`config.mk`:
```
export PLATFORM = sky130hd
export DESIGN_NAME = npc_ctrl_fsm_flat
export DESIGN_NICKNAME = d
export VERILOG_FILES = /design/src/rtl/npc_ctrl_fsm_if.sv /design/src/rtl/npc_ctrl_fsm.sv /design/src/flat_wrapper.sv
export SDC_FILE = /design/constraint.sdc
export NUM_CORES = 1
export LEC_CHECK = 0
export ABC_AREA = 1
export CORE_MARGIN = 3
export CORE_UTILIZATION = 39
export DETAILED_ROUTE_END_ITERATION = 16
export PLACE_DENSITY = 0.87
export SLEW_MARGIN = 20
export SYNTH_ARGS = -nofsm -noshare
export SYNTH_HDL_FRONTEND = slang
export SYNTH_SLANG_ARGS = --single-unit
```
`constraint.sdc`:
```
create_clock -name clock -period 1.8 [get_ports clock]
set_input_delay 0.18 -clock clock [delete_from_list [all_inputs] [get_ports clock]]
set_output_delay 0.18 -clock clock [all_outputs]
set_load 0.05 [all_outputs]
```
`src/rtl/npc_ctrl_fsm_if.sv`:
```
// Memory-port handshake bundle between the NPC sequencing controller and the IFU/LSU.
// master = controller side, slave = memory side.
interface npc_ctrl_fsm_if;
    logic        io_imem_req_valid;
    logic        io_imem_req_ready;
    logic        io_imem_resp_valid;
    logic [31:0] io_imem_resp_inst;
    logic        io_dmem_req_valid;
    logic        io_dmem_req_ready;
    logic        io_dmem_resp_valid;

    modport master (
        output io_imem_req_valid,
        output io_dmem_req_valid,
        input  io_imem_req_ready,
        input  io_imem_resp_valid,
        input  io_imem_resp_inst,
        input  io_dmem_req_ready,
        input  io_dmem_resp_valid
    );

    modport slave (
        input  io_imem_req_valid,
        input  io_dmem_req_valid,
        output io_imem_req_ready,
        output io_imem_resp_valid,
        output io_imem_resp_inst,
        output io_dmem_req_ready,
        output io_dmem_resp_valid
    );
endinterface

```
`src/rtl/npc_ctrl_fsm.sv`:
```
// Multi-cycle fetch/decode/execute/mem/write-back sequencer for the NPC core.
// Optional performance counters are built when NPC_PERF_CNT_EN is defined.
module npc_ctrl_fsm #(
    parameter int TIMEOUT = 255
) (
    input  logic           clock,
    input  logic           reset_n,
    npc_ctrl_fsm_if.master mem,
    output logic [31:0]    io_inst,
    input  logic           io_dec_mem_read,
    input  logic           io_dec_mem_write,
    input  logic           io_dec_reg_write,
    input  logic           io_dec_ebreak,
    input  logic           io_dec_illegal,
    output logic           io_pc_update,
    output logic           io_rf_wen,
    output logic           io_halt,
    output logic [1:0]     io_halt_code,
    output logic [63:0]    io_cycle_cnt,
    output logic [63:0]    io_instret_cnt
);
    // state    | meaning
    // S_RESET  | held in reset, leaves on first edge after release
    // S_FETCH  | imem request raised until accepted
    // S_IWAIT  | waiting for fetch data, timeout armed
    // S_DECODE | decoder outputs sampled and latched
    // S_EXEC   | single execute cycle
    // S_MEM    | dmem request raised until accepted
    // S_MWAIT  | waiting for load data / store ack, timeout armed
    // S_WB     | pc update and register-file write strobe
    // S_HALT   | absorbing until reset, cause in io_halt_code
    typedef enum logic [3:0] {
        S_RESET, S_FETCH, S_IWAIT, S_DECODE, S_EXEC, S_MEM, S_MWAIT, S_WB, S_HALT
    } state_t;

    localparam logic [7:0] TMO_LAST = 8'(TIMEOUT - 1);

    state_t      state, state_nxt;
    logic [31:0] ir;
    logic [7:0]  tmo_cnt, tmo_cnt_nxt;
    logic [1:0]  halt_code, halt_code_nxt;
    logic        is_mem_q, reg_write_q, mem_write_q;
    logic        ir_load, dec_latch;
    logic        imem_req_valid, dmem_req_valid;

    always_ff @(posedge clock or negedge reset_n) begin
        if (!reset_n) begin
            state       <= S_RESET;
            ir          <= '0;
            tmo_cnt     <= '0;
            halt_code   <= '0;
            is_mem_q    <= 1'b0;
            reg_write_q <= 1'b0;
            mem_write_q <= 1'b0;
        end else begin
            state     <= state_nxt;
            tmo_cnt   <= tmo_cnt_nxt;
            halt_code <= halt_code_nxt;
            if (ir_load) begin
                ir <= mem.io_imem_resp_inst;
            end
            if (dec_latch) begin
                is_mem_q    <= io_dec_mem_read | io_dec_mem_write;
                reg_write_q <= io_dec_reg_write;
                mem_write_q <= io_dec_mem_write;
            end
        end
    end

    // Wait counter is zero outside the wait states, so it is clear on every entry.
    always_comb begin
        state_nxt      = state;
        tmo_cnt_nxt    = '0;
        halt_code_nxt  = halt_code;
        ir_load        = 1'b0;
        dec_latch      = 1'b0;
        imem_req_valid = 1'b0;
        dmem_req_valid = 1'b0;
        io_pc_update   = 1'b0;
        io_rf_wen      = 1'b0;
        io_halt        = 1'b0;
        unique case (state)
            S_RESET: state_nxt = S_FETCH;
            S_FETCH: begin
                imem_req_valid = 1'b1;
                if (mem.io_imem_req_ready) state_nxt = S_IWAIT;
            end
            S_IWAIT: begin
                if (mem.io_imem_resp_valid) begin
                    ir_load   = 1'b1;
                    state_nxt = S_DECODE;
                end else if (tmo_cnt == TMO_LAST) begin
                    state_nxt     = S_HALT;
                    halt_code_nxt = 2'd3;
                end else begin
                    tmo_cnt_nxt = tmo_cnt + 8'd1;
                end
            end
            S_DECODE: begin
                dec_latch = 1'b1;
                if (io_dec_illegal || (io_dec_mem_read && io_dec_mem_write)) begin
                    state_nxt     = S_HALT;
                    halt_code_nxt = 2'd2;
                end else if (io_dec_ebreak) begin
                    state_nxt     = S_HALT;
                    halt_code_nxt = 2'd1;
                end else begin
                    state_nxt = S_EXEC;
                end
            end
            S_EXEC: state_nxt = is_mem_q ? S_MEM : S_WB;
            S_MEM: begin
                dmem_req_valid = 1'b1;
                if (mem.io_dmem_req_ready) state_nxt = S_MWAIT;
            end
            S_MWAIT: begin
                if (mem.io_dmem_resp_valid) begin
                    state_nxt = S_WB;
                end else if (tmo_cnt == TMO_LAST) begin
                    state_nxt     = S_HALT;
                    halt_code_nxt = 2'd3;
                end else begin
                    tmo_cnt_nxt = tmo_cnt + 8'd1;
                end
            end
            S_WB: begin
                io_pc_update = 1'b1;
                io_rf_wen    = reg_write_q & ~mem_write_q;
                state_nxt    = S_FETCH;
            end
            S_HALT: io_halt = 1'b1;
            default: state_nxt = S_RESET;
        endcase
    end

    assign mem.io_imem_req_valid = imem_req_valid;
    assign mem.io_dmem_req_valid = dmem_req_valid;
    assign io_inst               = ir;
    assign io_halt_code          = halt_code;

`ifdef NPC_PERF_CNT_EN
    logic [63:0] cycle_cnt, instret_cnt;

    always_ff @(posedge clock or negedge reset_n) begin
        if (!reset_n) begin
            cycle_cnt   <= '0;
            instret_cnt <= '0;
        end else begin
            if (state != S_RESET && state != S_HALT) cycle_cnt <= cycle_cnt + 64'd1;
            if (state == S_WB) instret_cnt <= instret_cnt + 64'd1;
        end
    end

    assign io_cycle_cnt   = cycle_cnt;
    assign io_instret_cnt = instret_cnt;
`else
    assign io_cycle_cnt   = '0;
    assign io_instret_cnt = '0;
`endif
endmodule

```
`src/flat_wrapper.sv`:
```
// flat-port wrapper written by rule: the top's interface ports become plain ports
module npc_ctrl_fsm_flat 
#(
    parameter int TIMEOUT = 255
)
  (clock, reset_n, io_inst, io_dec_mem_read, io_dec_mem_write, io_dec_reg_write, io_dec_ebreak, io_dec_illegal, io_pc_update, io_rf_wen, io_halt, io_halt_code, io_cycle_cnt, io_instret_cnt, mem_io_imem_req_valid, mem_io_dmem_req_valid, mem_io_imem_req_ready, mem_io_imem_resp_valid, mem_io_imem_resp_inst, mem_io_dmem_req_ready, mem_io_dmem_resp_valid);
  npc_ctrl_fsm_if mem_i ();
  input  logic clock;
  input  logic reset_n;
  output logic [31:0] io_inst;
  input  logic io_dec_mem_read;
  input  logic io_dec_mem_write;
  input  logic io_dec_reg_write;
  input  logic io_dec_ebreak;
  input  logic io_dec_illegal;
  output logic io_pc_update;
  output logic io_rf_wen;
  output logic io_halt;
  output logic [1:0] io_halt_code;
  output logic [63:0] io_cycle_cnt;
  output logic [63:0] io_instret_cnt;
  output wire logic [$bits(mem_i.io_imem_req_valid)-1:0] mem_io_imem_req_valid;
  output wire logic [$bits(mem_i.io_dmem_req_valid)-1:0] mem_io_dmem_req_valid;
  input wire logic [$bits(mem_i.io_imem_req_ready)-1:0] mem_io_imem_req_ready;
  input wire logic [$bits(mem_i.io_imem_resp_valid)-1:0] mem_io_imem_resp_valid;
  input wire logic [$bits(mem_i.io_imem_resp_inst)-1:0] mem_io_imem_resp_inst;
  input wire logic [$bits(mem_i.io_dmem_req_ready)-1:0] mem_io_dmem_req_ready;
  input wire logic [$bits(mem_i.io_dmem_resp_valid)-1:0] mem_io_dmem_resp_valid;
  assign mem_io_imem_req_valid = mem_i.io_imem_req_valid;
  assign mem_io_dmem_req_valid = mem_i.io_dmem_req_valid;
  assign mem_i.io_imem_req_ready = mem_io_imem_req_ready;
  assign mem_i.io_imem_resp_valid = mem_io_imem_resp_valid;
  assign mem_i.io_imem_resp_inst = mem_io_imem_resp_inst;
  assign mem_i.io_dmem_req_ready = mem_io_dmem_req_ready;
  assign mem_i.io_dmem_resp_valid = mem_io_dmem_resp_valid;
  npc_ctrl_fsm #(.TIMEOUT(TIMEOUT)) u_core (.clock(clock), .reset_n(reset_n), .mem(mem_i), .io_inst(io_inst), .io_dec_mem_read(io_dec_mem_read), .io_dec_mem_write(io_dec_mem_write), .io_dec_reg_write(io_dec_reg_write), .io_dec_ebreak(io_dec_ebreak), .io_dec_illegal(io_dec_illegal), .io_pc_update(io_pc_update), .io_rf_wen(io_rf_wen), .io_halt(io_halt), .io_halt_code(io_halt_code), .io_cycle_cnt(io_cycle_cnt), .io_instret_cnt(io_instret_cnt));
endmodule
```
==> qor.txt, run 1 <==
outcome - finished clean
total track usage - 0.1346
Overflow after GRT - 0
worst hold-check path type - input pin to async pin
Clock Skew - 2.693 ps
worst-margin pin slew - 520.1 ps
worst reg2reg startpoint - u_core.state[3]
vias - 2319
RSZ-0062 raised after global routing - no
Worst-path clk slew - 90 ps
Sink Count - 49
DRC - 0
setup violators final - 0
most instantiated cells after synthesis - buf_4 (128), nand2_1 (125), dfrtp_1 (49)
most common cell in the netlist - buf_4
Worst-Skew Late Latency - 290 ps
Die ar. - 9203 sq um
Reg2Reg Setup Slack - 390 ps
register area share after synthesis - 0.3887
Cell Chain, Critical Path - clkdlybuf4s50_1
Buf+Inv Stages, Crit Path - 1
TritonCTS clock tree - yes
area leader, netlist - dfrtp_1
Yosys warning count - 0
routed len/inst - 10.88 um
routability cong. - 0.8094
CORE AREA - 7807 sq um
filler cell count - 728
WL final - 6344 um
worst setup margin - 114.7 ps
Via density - 3.978
P_leak - 2.011 nW
drt first-iter violations - 30
post-route insts no fill - 583
drt first pass iters - 4
fmax - 593.4 MHz
Mapped Cells - 395
Worst EP required - 1620 ps
Starting Density - 0.4040
DIE WIDTH - 95.93 um
largest net degree at the start of global routing - 33
Synth area leaders - dfrtp_1 (39%), buf_4 (30%), nand2_1 (15%)
Worst EP arrival - 1510 ps
Worst path top cell family by delay - buffers and inverters
Antenna Cells - 0
H-tree depth - 2
TNS Setup - 0 ps
final period utilization - 0.9363
count of final hold-check violations - 0
critical path launch point - u_core.io_inst[29]
Final ANT Viol Nets - 0
DP Worst Slack - 371.4 ps
area of the mapped netlist - 3154 sq um
Bufs on Longest Clock Path - 2
Period minus WS final - 1685 ps
vias in the first global route - 2147
r2r endpoint - u_core.io_inst[15]
Worst path slowest cell - clkdlybuf4s50_1
root buffer cell - clkbuf_8
share of layout cells above drive strength 1 - 0.06445
Power, Total - 6.528 mW
Final Max Slew Viols - 0
Reg2Reg Depth - 6
normalized max-slew margin - 0.6522
synthesized area per cell - 7.986 sq um
pwr/cell area - 1731 nW/um^2
Post-CTS Setup Bufs - 0
Levels on crit path - 1
first-pass GRT wire length - 9708 um
die height - 95.93 um
kind of critical path - flop to primary output
number of CTS-inserted buffers - 5
initial antenna violation count - 0
row cnt - 32
IO buf count - 81
Seq cells post-synth - 49
critical-path maximum fanout - 2
Post-synth EDFFs - 0
Unique masters post-synth - 22
Setup crit end kind - primary output
ys async rst share - 1.000
Worst path max stage delay - 830 ps
main flop type after synthesis - dfrtp_1
# IOs - 210
placed insts - 575
HPWL Detailed - 5134 um
post-synth top area share - 0.3887
Max Cap Violations - 0
Max IR drop VDD - 1.219 mV
nets@finish - 526
startpoint types - flop
synthesis-to-finish area growth - 19.56%
routing by layer:
metal	up-vias	track usage	wire, um
met4	0	0.04147	47
li1	1112	-	-
met3	4	0.05004	749
met1	1062	0.1517	2312
met5	-	0	0
met2	141	0.2357	3235
area by class of cell:
type	instances	area, sq um	area share
clock buffers	5	68.82	0.01825
clock inverters	2	35.03	0.009290
inverters	21	78.83	0.02090
multi-input cells	318	1326	0.3517
flip-flops and latches	49	1229	0.3258
well taps	102	127.6	0.03384
repair buffers	86	905.9	0.2402
power by group:
| part | switching, mW | total, mW | internal [mW] | leakage [nW] |
|---|---|---|---|---|
| Clock | 0.351 | 0.755 | 0.404 | 0.0540 |
| Sequential | 0.315 | 1.86 | 1.54 | 0.621 |
| Combinational | 2.80 | 3.91 | 1.11 | 1.34 |
worst max path at each step:
stage | endpoint | slack [ps]
finish | io_inst[29] | 110
global route | io_rf_wen | 8
global placement | u_core.io_inst[0] | 420
detailed placement | u_core.io_inst[15] | 370
CTS | io_rf_wen | 80
floorplan | io_rf_wen | 170
worst register-to-register path: cells and delay by family, from the launching register on:
kind | cells | cell delay, ps
AND/OR/NAND/NOR | 4 | 480
flip-flops | 1 | 470
buffers and inverters | 2 | 410
stage by stage:
step / util / instance area (sq um) / hold slack (ps)
2_1_floorplan: - / 3641 / -115.6
3_3_place_gp: 0.4681 / 3655 / 114.4
3_5_place_dp: 0.4681 / 3655 / 119.4
4_1_cts: 0.4827 / 3769 / 320.4
5_1_grt: 0.4830 / 3771 / 394.1
6_report: 0.4830 / 3771 / 365.2
state kept, by name, summed over array words and instances (netlist names):
name                 cells
u_core.io_halt_code      2
u_core.io_inst          32
u_core.is_mem_q          1
u_core.mem_write_q       1
u_core.reg_write_q       1
u_core.state             4
u_core.tmo_cnt           8
what timing repair did:
| item | in CTS | in global routing |
|---|---|---|
| gates resized for setup | 0 | 2 |
| hold buffers | 1 | 0 |
| endpoints found under the setup margin | 0 | 2 |
| hold endpoints to repair | 15 | 0 |
logic make-up (layout without fill, tap and decap cells):
logic type | after synthesis | in the layout | synth area share
adders and majority gates | 2 | 2 | 0.007932
and+or+nand+nor | 179 | 179 | 0.2388
xor gates and xnor gates | 3 | 3 | 0.008332
DFF | 49 | 49 | 0.3887
AOI/OAI and AO/OA | 6 | 6 | 0.009917
buffers and inverters | 155 | 114 | 0.3451
other | 1 | 128 | 0.001189
layout by cell type, fill, tap and decap left out, drive strengths merged:
master | netlist | final
a21oi | 3 | 3
a31oi | 1 | 1
buf | 134 | 11
bufinv | 0 | 1
clkbuf | 0 | 5
clkdlybuf4s50 | 0 | 74
clkinv | 0 | 1
conb | 1 | 128
dfrtp | 49 | 49
dlygate4sd3 | 0 | 1
ha | 2 | 2
inv | 21 | 21
nand2 | 128 | 128
nand3 | 19 | 19
nand3b | 4 | 4
nor2 | 26 | 26
nor3 | 2 | 2
o21ai | 2 | 2
xnor2 | 2 | 2
xor2 | 1 | 1
No activity file was read; power rests on OpenSTA's default activity.
==> inputs of run 2 (changes only) <==
Settings changed: ABC_AREA 1 to unset, CORE_UTILIZATION 39 to 40, PLACE_DENSITY 0.87 to 0.88.
==> run 2 against run 1 <==
Clock power shrank 15%. Via count shrank 18%. Largest cell class unchanged. Critical path type unchanged. Die area shrank 0.46%. Largest power group unchanged.
==> qor.txt, run 2 <==
largest net degree at the start of global routing - 33 (unchanged)
Overflow after GRT - 0 (unchanged)
CORE AREA - 7767 sq um (-0.51%)
TritonCTS clock tree - yes
Yosys warning count - 0 (unchanged)
Final ANT Viol Nets - 0 (unchanged)
Setup crit end kind - primary output
Final Max Slew Viols - 0 (unchanged)
Reg2Reg Depth - 4 (-2)
IO buf count - 81 (unchanged)
Worst path top cell family by delay - simple AND/OR/NAND/NOR gates
ys async rst share - 1.000 (unchanged)
most instantiated cells after synthesis - buf_4 (129), dfrtp_1 (49), mux2_4 (30)
routed len/inst - 12.23 um (+12%)
startpoint types - flop
Period minus WS final - 1740 ps (+54.40 ps)
switch share - 0.4939 (-0.03734)
worst-margin pin slew - 563.2 ps (+43.06 ps)
initial antenna violation count - 0 (unchanged)
Max Cap Violations - 0 (unchanged)
worst setup margin - 60.26 ps (-54.40 ps)
count of final hold-check violations - 0 (unchanged)
Bufs on Longest Clock Path - 2 (unchanged)
Sink Count - 49 (unchanged)
Starting Density - 0.4145 (+0.01046)
Worst path slowest cell - dfrtp_1
H-tree depth - 2 (unchanged)
DR top layer - met4
crit path capture - io_rf_wen
setup violators final - 0 (unchanged)
share of layout cells above drive strength 1 - 0.1741 (+0.1097)
Seq pwr share - 0.266 (-0.019)
vias in the first global route - 1674 (-22%)
P_leak - 1.925 nW (-4.3%)
WL final - 5885 um (-7.2%)
vias - 1912 (-18%)
met1 wire length - 2102 um (-9.1%)
synthesized area per cell - 11.03 sq um (+38%)
TNS Setup - 0 ps (unchanged)
Seq cells post-synth - 49 (unchanged)
Post-synth EDFFs - 0 (unchanged)
pwr/cell area - 1811 nW/um^2 (+4.6%)
HPWL Detailed - 4760 um (-7.3%)
post-synth top area share - 0.3809 (-0.007856)
Power, Total - 6.961 mW (+6.6%)
Antenna Cells - 0 (unchanged)
area leader, netlist - dfrtp_1
# IOs - 210 (unchanged)
Buf+Inv Stages, Crit Path - 2 (+1)
worst hold slack - 403.3 ps (+38.09 ps)
DP Worst Slack - 299.7 ps (-71.72 ps)
fmax - 574.8 MHz (-3.1%)
Max IR drop VDD - 0.4224 mV (-65%)
first-pass GRT wire length - 8307 um (-14%)
die height - 95.71 um (-0.23%)
final period utilization - 0.9665 (+0.03022)
root buffer cell - clkbuf_8
RSZ-0062 raised after global routing - no
Worst path max stage delay - 410 ps (-420 ps)
Synth area leaders - dfrtp_1 (38%), buf_4 (30%), mux2_4 (14%)
outcome - finished clean
critical path launch point - u_core.state[3]
number of CTS-inserted buffers - 5 (unchanged)
Mapped Cells - 292 (-26%)
critical-path maximum fanout - 10 (+8)
WL met3 - 684 um (-8.7%)
nets@finish - 423 (-20%)
sequential standard cell area - 1226 sq um (-0.20%)
routed length on met2 - 3077 um (-4.9%)
kind of critical path - flop to primary output
routability cong. - 0.7545 (-6.8%)
worst reg2reg startpoint - u_core.tmo_cnt[2]
most common cell in the netlist - buf_4
synthesis-to-finish area growth - 19.35%
DRC - 0 (unchanged)
Clock Skew - 7.862 ps (+5.169 ps)
row cnt - 32 (unchanged)
Multi-input gate area - 1460 sq um (+10%)
commonest non-fill, non-tap cells in the layout - conb_1 (128), clkdlybuf4s50_1 (73), dfrtp_1 (49), mux2_4 (30), nor2_1 (11)
Net Switching - 3.438 mW (-0.88%)
main flop type after synthesis - dfrtp_1
Internal - 3.523 mW (+15%)
final core occ - 0.4947 (+0.01167)
Levels on crit path - 4 (+3)
Die ar. - 9160 sq um (-0.46%)
filler cell count - 665 (-8.7%)
Worst-Skew Late Latency - 300 ps (about the same)
Worst EP arrival - 1560 ps (+50 ps)
Unique masters post-synth - 42 (+91%)
DIE WIDTH - 95.71 um (-0.23%)
Cell Chain, Critical Path - buf_4, and4b_2, and3b_2, buf_12
Reg2Reg Setup Slack - 270 ps (-120 ps)
Worst EP required - 1620 ps (about the same)
commonest non-fill, non-tap cell in the layout - conb_1
total track usage - 0.1157 (-0.01887)
clock network fraction of total power - 0.092 (-0.024)
Comb pwr share - 0.642 (+0.043)
drt first pass iters - 4 (unchanged)
drt first-iter violations - 85 (+180%)
number of flip-flops in the largest register - 32 (unchanged)
Worst-path clk slew - 90 ps (about the same)
area of the mapped netlist - 3219 sq um (+2.1%)
worst hold-check path type - input pin to async pin
normalized max-slew margin - 0.6245 (-0.02762)
r2r endpoint - u_core.tmo_cnt[3]
Via density - 3.975 (about the same)
register area share after synthesis - 0.3809 (-0.007856)
run 2: cell types whose count changed in the layout (fill, tap and decap cells not counted), moves of 5 or more:
cell     previous run  this run
nor2_1             22        11
mux2_2              0         5
inv_1              19         2
nand3_1            18         3
o21ai_0             2         7
nand2_1           125         6
mux2_4              0        30
run 2: what timing repair did:
item                                    CTS  global route
endpoints found under the hold margin    22             0
endpoints found under the setup margin    0             1
gates resized for setup                   0             1
buffers inserted                          0             0
hold buffers                              1             0
run 2: how the worst min path moves through the flow:
stage                 start  cells after the start                endpoint
finish              reset_n                      2       u_core.tmo_cnt[5]
global route        reset_n                      2       u_core.tmo_cnt[7]
CTS                 reset_n                      2       u_core.tmo_cnt[2]
detailed placement  reset_n                      1      u_core.mem_write_q
global placement    reset_n                      1      u_core.reg_write_q
floorplan           reset_n                      0  u_core.io_halt_code[0]
run 2: through the flow:
step	std cells	area [sq um]
6_report	481	3842
5_1_grt	481	3842
4_1_cts	481	3841
3_5_place_dp	472	3741
3_3_place_gp	472	3741
2_1_floorplan	419	3714
run 2: worst reg2reg max path, delay by kind of cell (launching register included):
family	cells	cell delay, ps
flops	1	430
simple gates	4	990
run 2: layout make-up:
type | instances | share of cell area
repair buffers | 88 | 0.2423
flip-flops and latches | 49 | 0.3191
clock inverters | 3 | 0.005536
inverters | 2 | 0.001954
well taps | 102 | 0.03321
clock buffers | 5 | 0.01791
multi-input cells | 232 | 0.3800
run 2: cell families after synthesis:
kind of cell	Yosys count	share of synthesized area
buffers and inverters	138	0.3195
AND/OR/NAND/NOR	40	0.07540
other	1	0.001165
flip-flops	49	0.3809
multiplexers	36	0.1605
AO/OA/AOI/OAI	20	0.03848
adder cells (fa/ha/maj)	2	0.007772
XOR/XNOR	6	0.01632
run 2: power by group through the flow:
stage | Clock (mW) | Sequential, mW | Combinational [mW]
2_1_floorplan | 0 | 3.18 | 2.12
6_report | 0.642 | 1.85 | 4.47
3_3_place_gp | 0 | 1.84 | 4.41
3_5_place_dp | 0 | 1.87 | 4.47
4_1_cts | 0.674 | 1.86 | 4.48
5_1_grt | 0.738 | 1.91 | 4.67
run 2: routing by layer:
layer | global-route usage | up-vias
li1 | - | 876
met1 | 0.1339 | 914
met2 | 0.2056 | 118
met3 | 0.03675 | 4
met4 | 0.03081 | 0
met5 | 0 | -
